==> config.mk <==
export PLATFORM = sky130hd
export DESIGN_NAME = multi_digit_timer
export DESIGN_NICKNAME = d
export VERILOG_FILES = /design/src/rtl/multi_digit_timer.sv
export SDC_FILE = /design/constraint.sdc
export NUM_CORES = 1
export LEC_CHECK = 0
export BUFFER_PORTS_ARGS = -buffer_cell sky130_fd_sc_hd__buf_2
export CAP_MARGIN = 20
export CORE_MARGIN = 4
export CORE_UTILIZATION = 27
export CTS_CLUSTER_DIAMETER = 60
export CTS_CLUSTER_SIZE = 25
export DETAILED_ROUTE_END_ITERATION = 7
export GPL_ROUTABILITY_DRIVEN = 0
export HOLD_SLACK_MARGIN = 0.15
export SLEW_MARGIN = 40
export SYNTH_ARGS = -nofsm -noshare
export SYNTH_HDL_FRONTEND = slang
export SYNTH_SLANG_ARGS = --single-unit
==> constraint.sdc <==
create_clock -name clk -period 1.95 [get_ports clk]
set_input_delay 0.2925 -clock clk [delete_from_list [all_inputs] [get_ports clk]]
set_output_delay 0.2925 -clock clk [all_outputs]
set_load 0.01 [all_outputs]
==> src/rtl/multi_digit_timer.sv <==
`default_nettype none
// ============================================================================
// Module      : multi_digit_timer
// Description : N-digit BCD game timer. Counts down to all-zeros or up to
//               all-nines, one step per tick, with pause/resume, load-time
//               BCD sanitising, a timeout pulse and an expired level.
// Revision    : 1.0 - initial release
// ============================================================================
module multi_digit_timer #(
    parameter int NUM_DIGITS = 2,
    parameter int DW         = 4 * NUM_DIGITS
) (
    input  logic          clk,
    input  logic          rst,
    input  logic          timerReconfig,
    input  logic [DW-1:0] loadValue,
    input  logic          countUp,
    input  logic          timerEnable,
    input  logic          tick,
    output logic [DW-1:0] digits,
    output logic          timeout,
    output logic          expired,
    output logic          running
);

    typedef enum logic [1:0] {
        S_IDLE = 2'd0,
        S_RUN  = 2'd1,
        S_DONE = 2'd2
    } state_t;

    state_t          r_state;
    logic [DW-1:0]   r_digits;
    logic            r_up;
    logic            r_timeout;
    logic            r_expired;
    logic            r_running;

    logic [DW-1:0]         w_clamped;
    logic [DW-1:0]         w_step;
    logic [DW-1:0]         w_nines;
    logic [NUM_DIGITS-1:0] w_cin;
    logic [NUM_DIGITS-1:0] w_dterm;
    logic                  w_cur_term;
    logic                  w_step_term;

    // Per-digit clamp, all-nines constant and the carry/borrow ripple chain.
    // A digit rolls over (9->0 up, 0->9 down) only when every lower digit
    // also rolled over, so the chain input is the AND of lower digit limits.
    for (genvar i = 0; i < NUM_DIGITS; i++) begin : g_digit
        logic [3:0] w_ld;
        logic [3:0] w_d;

        assign w_ld = loadValue[4*i +: 4];
        assign w_d  = r_digits[4*i +: 4];

        assign w_clamped[4*i +: 4] = (w_ld > 4'd9) ? 4'd9 : w_ld;
        assign w_nines[4*i +: 4]   = 4'd9;
        assign w_dterm[i]          = r_up ? (w_d == 4'd9) : (w_d == 4'd0);

        if (i == 0) begin : g_first
            assign w_cin[i] = 1'b1;
        end else begin : g_rest
            assign w_cin[i] = w_cin[i-1] & w_dterm[i-1];
        end

        assign w_step[4*i +: 4] = !w_cin[i] ? w_d :
                                  r_up      ? ((w_d == 4'd9) ? 4'd0 : w_d + 4'd1) :
                                              ((w_d == 4'd0) ? 4'd9 : w_d - 4'd1);
    end

    assign w_cur_term  = r_up ? (r_digits == w_nines) : (r_digits == '0);
    assign w_step_term = r_up ? (w_step   == w_nines) : (w_step   == '0);

    // Control FSM; reconfig overrides everything, then enable/pause, then tick.
    always_ff @(posedge clk or negedge rst) begin
        if (!rst) begin
            r_state   <= S_IDLE;
            r_digits  <= '0;
            r_up      <= 1'b0;
            r_timeout <= 1'b0;
            r_expired <= 1'b0;
            r_running <= 1'b0;
        end else begin
            r_timeout <= 1'b0;
            if (timerReconfig) begin
                r_state   <= S_IDLE;
                r_digits  <= w_clamped;
                r_up      <= countUp;
                r_expired <= 1'b0;
                r_running <= 1'b0;
            end else begin
                case (r_state)
                    S_IDLE: begin
                        if (timerEnable) begin
                            if (w_cur_term) begin
                                r_state   <= S_DONE;
                                r_timeout <= 1'b1;
                                r_expired <= 1'b1;
                            end else begin
                                r_state   <= S_RUN;
                                r_running <= 1'b1;
                            end
                        end
                    end
                    S_RUN: begin
                        if (!timerEnable) begin
                            r_state   <= S_IDLE;
                            r_running <= 1'b0;
                        end else if (tick) begin
                            r_digits <= w_step;
                            if (w_step_term) begin
                                r_state   <= S_DONE;
                                r_timeout <= 1'b1;
                                r_expired <= 1'b1;
                                r_running <= 1'b0;
                            end
                        end
                    end
                    S_DONE: begin
                        r_expired <= 1'b1;
                    end
                    default: begin
                        r_state   <= S_IDLE;
                        r_running <= 1'b0;
                    end
                endcase
            end
        end
    end

    assign digits  = r_digits;
    assign timeout = r_timeout;
    assign expired = r_expired;
    assign running = r_running;

endmodule
`default_nettype wire

# After elaboration in Yosys (flattened, before gate mapping)
# Cells that the tools add are included.
# W data, S select, Z words.
classes:
  n_reduce_logical: 13
  n_addsub: 4
  order_cmp: 2
  mux: 44
  n_eq_ne: 15
op_table:
  columns: ["cell", "n"]
  rows:
  - ["$mux W4", 9]
  - ["$mux W8", 4]
  - ["$mux W1", 21]
  - ["$ne A3 B3 Y1 const B", 6]
  - ["$eq A8 B8 Y1 const B", 2]
  - ["$logic_not A8 Y1", 2]
  - ["$mux W2", 6]
  - ["$add A4 B1 Y4 const B", 2]
  - ["$eq A4 B4 Y1 const B", 2]
  - ["$gt A4 B4 Y1 const B", 2]
  - ["$logic_not A4 Y1", 2]
  - ["$ne A4 B4 Y1 const B", 2]
  - ["$sub A4 B1 Y4 const B", 2]
  - ["$pmux W1 S3", 2]
  - ["$pmux W2 S3", 1]
  - ["$reduce_and A6 Y1", 1]
  - ["$reduce_bool A2 Y1", 3]
  - ["$reduce_and A5 Y1", 1]
  - ["$reduce_and A4 Y1", 1]
  - ["$reduce_bool A4 Y1", 1]
  - ["$reduce_and A3 Y1", 1]
  - ["$eq A2 B1 Y1 const B", 1]
  - ["$eq A2 B2 Y1 const B", 1]
  - ["$logic_not A2 Y1", 1]
  - ["other kinds (2)", 2]
totals:
  inputBits: 14
  register_bits: 14
  wordCells: 84

# Logic depth before layout (Yosys ltp)
logic_depth:
  depth_word: 11
  depth_mapped: 8
  depth_no_buf: 8

# Worst setup path after synthesis
# Ideal clock, no wire load.
synth_path:
  path_kind: "register -> register"
  start: "register r_digits[3] (netlist: digits[3])"
  end: "register r_running (netlist: running)"
  path_slack_ns: -0.209
  setup_ns: 0.121
  path_buffers: 1
  path_stages_with_launch: 8
  arrival_ns: 2.038
  cell_sequence: "dfrtp_1 > buf_6 > or4_4 > o21bai_2 > o211ai_1 > a211o_2 > a21bo_2 > o22a_1"
synth_via:
  elab_chain_len: 7
  elab_cells_between_ends: 18
  classes_between: "2 x add/sub; 5 x eq/ne; 7 x mux; 4 x reduce/logical"
synth_rtl:
  columns: ["element", "line", "text"]
  rows:
  - ["start: declaration", "33", "logic [DW-1:0] r_digits;"]
  - ["start signal: assignment", "88", "r_digits <= w_clamped;"]
  - ["start signal: assignment", "111", "r_digits <= w_step;"]
  - ["$sub A4 B1 Y4, or another cell as far along", "69", "((w_d == 4'd0) ? 4'd9 : w_d - 4'd1);"]
  - ["$mux W4, or another cell as far along", "69", null]
  - ["$mux W4 (on tied branches)", "68, 67", null]
  - ["$eq A8 B8 Y1 / $logic_not A8 Y1 (equally long branches)", "73", "assign w_step_term = r_up ? (w_step == w_nines) : (w_step == '0);"]
  - ["$mux W1", "73", null]
  - ["$ne A4 B4 Y1 (no line)", null, null]
  - ["$reduce_and A5 Y1 (no line) (*)", null, null]
  - ["end signal: assignment", "83", "r_running <= 1'b0;"]
  - ["end signal: assignment", "91", "r_running <= 1'b0;"]
  - ["end signal: assignment", "102", "r_running <= 1'b1;"]
  - ["end: declaration", "37", "logic r_running;"]
# Mark *: on every way between the ends. The rest lies on a longest branch, timed or not.
# A chain may end at the register's enable or synchronous reset.

# Worst setup path in the final report
layout_path:
  start: "register r_digits[2] (netlist: digits[2])"
  end: "register r_running (netlist: running)"
# Same word-level chain as after synthesis.

==> results.txt <==
Setup violations remaining at the end of the flow were counted as 5. The CTS tree is yes. The cell with the biggest individual delay on the critical path is sky130_fd_sc_hd__or4_4. The slew of the pin with the lowest slew margin is 0.345 ns. The violation count after the first detailed-routing iteration came out at 39.

The number of optimization iterations in the first detailed-route pass came out at 4. Of all nets on the critical path, the largest fanout is 4. The average footprint of a synthesized cell came out at 7.79 um^2. The slack of the critical path is -0.147 ns.

Among cell families on the critical path, the largest total delay comes from compound AO/OA/AOI/OAI gates. The die extent in y is 75.3 um. The half-perimeter wire length of the detailed placement result is 2510 um.

The core area is 4380 um^2. The count of nets left with antenna violations after detail routing came out at 0. The number of clock sinks came out at 14. The critical path in this run is classified as flip-flop to flip-flop.

The antenna cell count is 0. The arrival time reported for the critical path endpoint came out at 2.24 ns. The largest voltage drop on the vdd net is 0.672 mV. On the worst path, the slowest cell contributes a delay of 0.58 ns. The minimum clock period after layout came out at 2.10 ns. Synthesis instantiated 48 different standard cells from the library. The clock buffer count from CTS is 3. STA classifies the critical path endpoint as a flip-flop.

The top achievable clock speed is 0.477 GHz. The number of standard cells after synthesis came out at 157. Sorting the synthesized cells by area gives the leading types as sky130_fd_sc_hd__dfrtp_1 (29%), sky130_fd_sc_hd__o21ai_0 (6.5%), sky130_fd_sc_hd__a21oi_1 (4.5%), sky130_fd_sc_hd__nor2_1 (4.0%), sky130_fd_sc_hd__nand2_1 (3.7%). The initial core utilization came out at 0.279. The flow ran to the end, but the final reports show violations. The count of boundary I/O pins came out at 25. The number of buffer and inverter stages on the critical path came out at 0.

The total power per unit cell area came out at 823 nW/um^2. The clock passes through at most 2 buffers. The clock latency on the worst-skew pair came out at 0.25 ns.

The global-route usage over all layers came out at 0.119. The mapped netlist covers 1220 um^2. The number of global-route vias before repair is 1213. Counting every net in the synthesized netlist gives 174.

The total overflow left after global routing is 0. The hold slack came out at 0.285 ns. The signal on the critical path passes through or4_4, o21bai_4, o211ai_1, a211o_4, a21bo_4, o22a_1. Dividing the detail-routed wire length by the instance count gives 13.3 um. At the end of the flow, the number of nets in the layout was 219. Buffers placed on the I/O ports in this run total 24. The signed area change from the synthesized netlist to the final layout came out at 38.9%. At the worst endpoint, the required time is 2.09 ns.

The worst setup path is launched from a flip-flop. CTS placed an instance of sky130_fd_sc_hd__clkbuf_8 at the clock tree root. The count of H-tree levels built during CTS is 1. The via total after detailed routing is 1304. The routed wire length is 3370 um. The leakage dissipation came out at 0.000743 uW. The number of cell rows came out at 24. For this run, the number of Yosys warnings is 0. The checks that failed: negative setup slack. Between clock sinks in the finished design, the worst skew comes to 0.00247 ns. The sequential fraction of the synthesis area is 0.286. Setup repair after global routing could not meet its margin everywhere.

The worst pin sits at a relative slew slack of 0.768. The clock transition at the registers of the reported paths came out at 0.06 ns. The final clock period utilization by the worst path came out at 1.08. The post-synthesis register bit count is 14.

The count of fill cells added during filler insertion is 447. The biggest area contributor in the post-synthesis netlist is sky130_fd_sc_hd__dfrtp_1. Using the TritonRoute via totals, the vias-per-cell ratio works out to 5.15. The initial antenna violation count was 0.

The die width came out at 75.3 um. Entering global routing, the biggest net connects 22 pins. Of the cells placed in the final design, the portion with a size suffix greater than 1 is 0.378. The final count of pins violating max slew was 0.

The final hold violation count came out at 0. The first global-routing pass estimated 5230 um of wire. The worst hold path belongs to the class primary input to flip-flop. The detailed-route DRC error count came out at 0.

The die footprint came out at 5670 um^2. The fraction of post-synthesis cell area in the top cell type by area came out at 0.286. The max-cap check violation count came out at 0.

Timing analysis after detailed placement gives a worst setup slack of -0.113 ns.
[metrics by stage]
step,cells,total power [uW],util,setup TNS [ns],cell area (um^2)
2_1_floorplan,157,849,-,-0.0924,1260
3_3_place_gp,245,1070,0.356,-0.404,1560
3_5_place_dp,245,1070,0.356,-0.319,1560
4_1_cts,252,1380,0.376,-0.307,1650
5_1_grt,253,1500,0.388,-0.940,1700
6_report,253,1400,0.388,-0.450,1700
[cell usage in the layout, fill, tap and decap left out, types with 4 or more instances in the layout]
master                      n
sky130_fd_sc_hd__nand2_1   12
sky130_fd_sc_hd__nor2_1    13
sky130_fd_sc_hd__nor3_1     4
sky130_fd_sc_hd__buf_2     24
sky130_fd_sc_hd__o21ai_0   14
sky130_fd_sc_hd__nor2b_1    6
sky130_fd_sc_hd__dfrtp_1   12
sky130_fd_sc_hd__inv_1      8
sky130_fd_sc_hd__buf_4     27
sky130_fd_sc_hd__clkbuf_8   4
sky130_fd_sc_hd__a21oi_1   11
[power by group]
| part | internal [uW] | total [uW] | switching, uW |
|---|---|---|---|
| Sequential | 353 | 415 | 62.4 |
| Clock | 179 | 281 | 102 |
| Combinational | 340 | 702 | 362 |
| Total | 872 | 1400 | 526 |
[final timing paths]
path,from,to,slack [ns],cells after the start
setup reg to reg,digits[2],running,-0.15,6
hold reg to reg,running,running,0.50,1
max in group asynchronous,rst,digits[0],1.21,2
hold / removal,countUp,r_up,0.28,2
setup / recovery,digits[2],running,-0.15,6
min in group asynchronous,rst,timeout,0.47,2
[flip-flops by register name, indices dropped and copies added (netlist names)]
signal and count:
digits 8, r_up 1, r_state 2, expired 1, timeout 1, running 1
[layout make-up]
cell class | count | area (um^2) | area share
inverter | 8 | 30.0 | 0.0177
sequential | 14 | 353 | 0.208
clock buffer | 4 | 55.1 | 0.0324
timing repair buffer | 52 | 333 | 0.196
tap | 52 | 65.1 | 0.0383
multi-input combinational | 123 | 863 | 0.508
[layer usage]
metal  vias up  track usage  wire length [um]
li1        660            -                 -
met1       611        0.149              1520
met2        26        0.201              1700
met3         7       0.0145                79
met4         0       0.0583                81
met5         -            0                 0
[cell usage after synthesis, drive strengths merged]
cell,number
o21ai,16
dfrtp,14
nor2,13
nand2,12
a21oi,11
inv,8
buf,6
clkbuf,6
nor2b,6
nor3,6
and3,4
a31oi,3
ha,3
nand3,3
nor4b,3
o21a,3
o22ai,3
xor2,3
a211o,2
a21bo,2
mux2,2
mux2i,2
nand3b,2
nand4,2
nor3b,2
nor4,2
o21bai,2
o22a,2
o31ai,2
a211oi,1
a22oi,1
nand2b,1
nor4bb,1
o2111ai,1
o211ai,1
o21ba,1
o2bb2ai,1
o31a,1
or2,1
or4,1
xnor2,1
[timing repair]
item                                    4_1_cts  5_1_grt
endpoints found under the setup margin        5        5
pin swaps                                     1        0
cloned                                        0        0
resized for setup                             2        8
hold buffers                                  1        0
hold endpoints to repair                     14        0
buffers inserted                              2        1
[cell families (layout without fill, tap and decap cells)]
logic type / Yosys count / in the layout / share of synthesized area
adders and majority gates: 3 / 3 / 0.0307
AOI/OAI and AO/OA: 53 / 53 / 0.281
muxes: 4 / 4 / 0.0348
xor gates and xnor gates: 4 / 4 / 0.0286
DFF: 14 / 14 / 0.286
and+or+nand+nor: 59 / 59 / 0.266
buffers and inverters: 20 / 64 / 0.0726
Power figures use the tool's default switching activity.
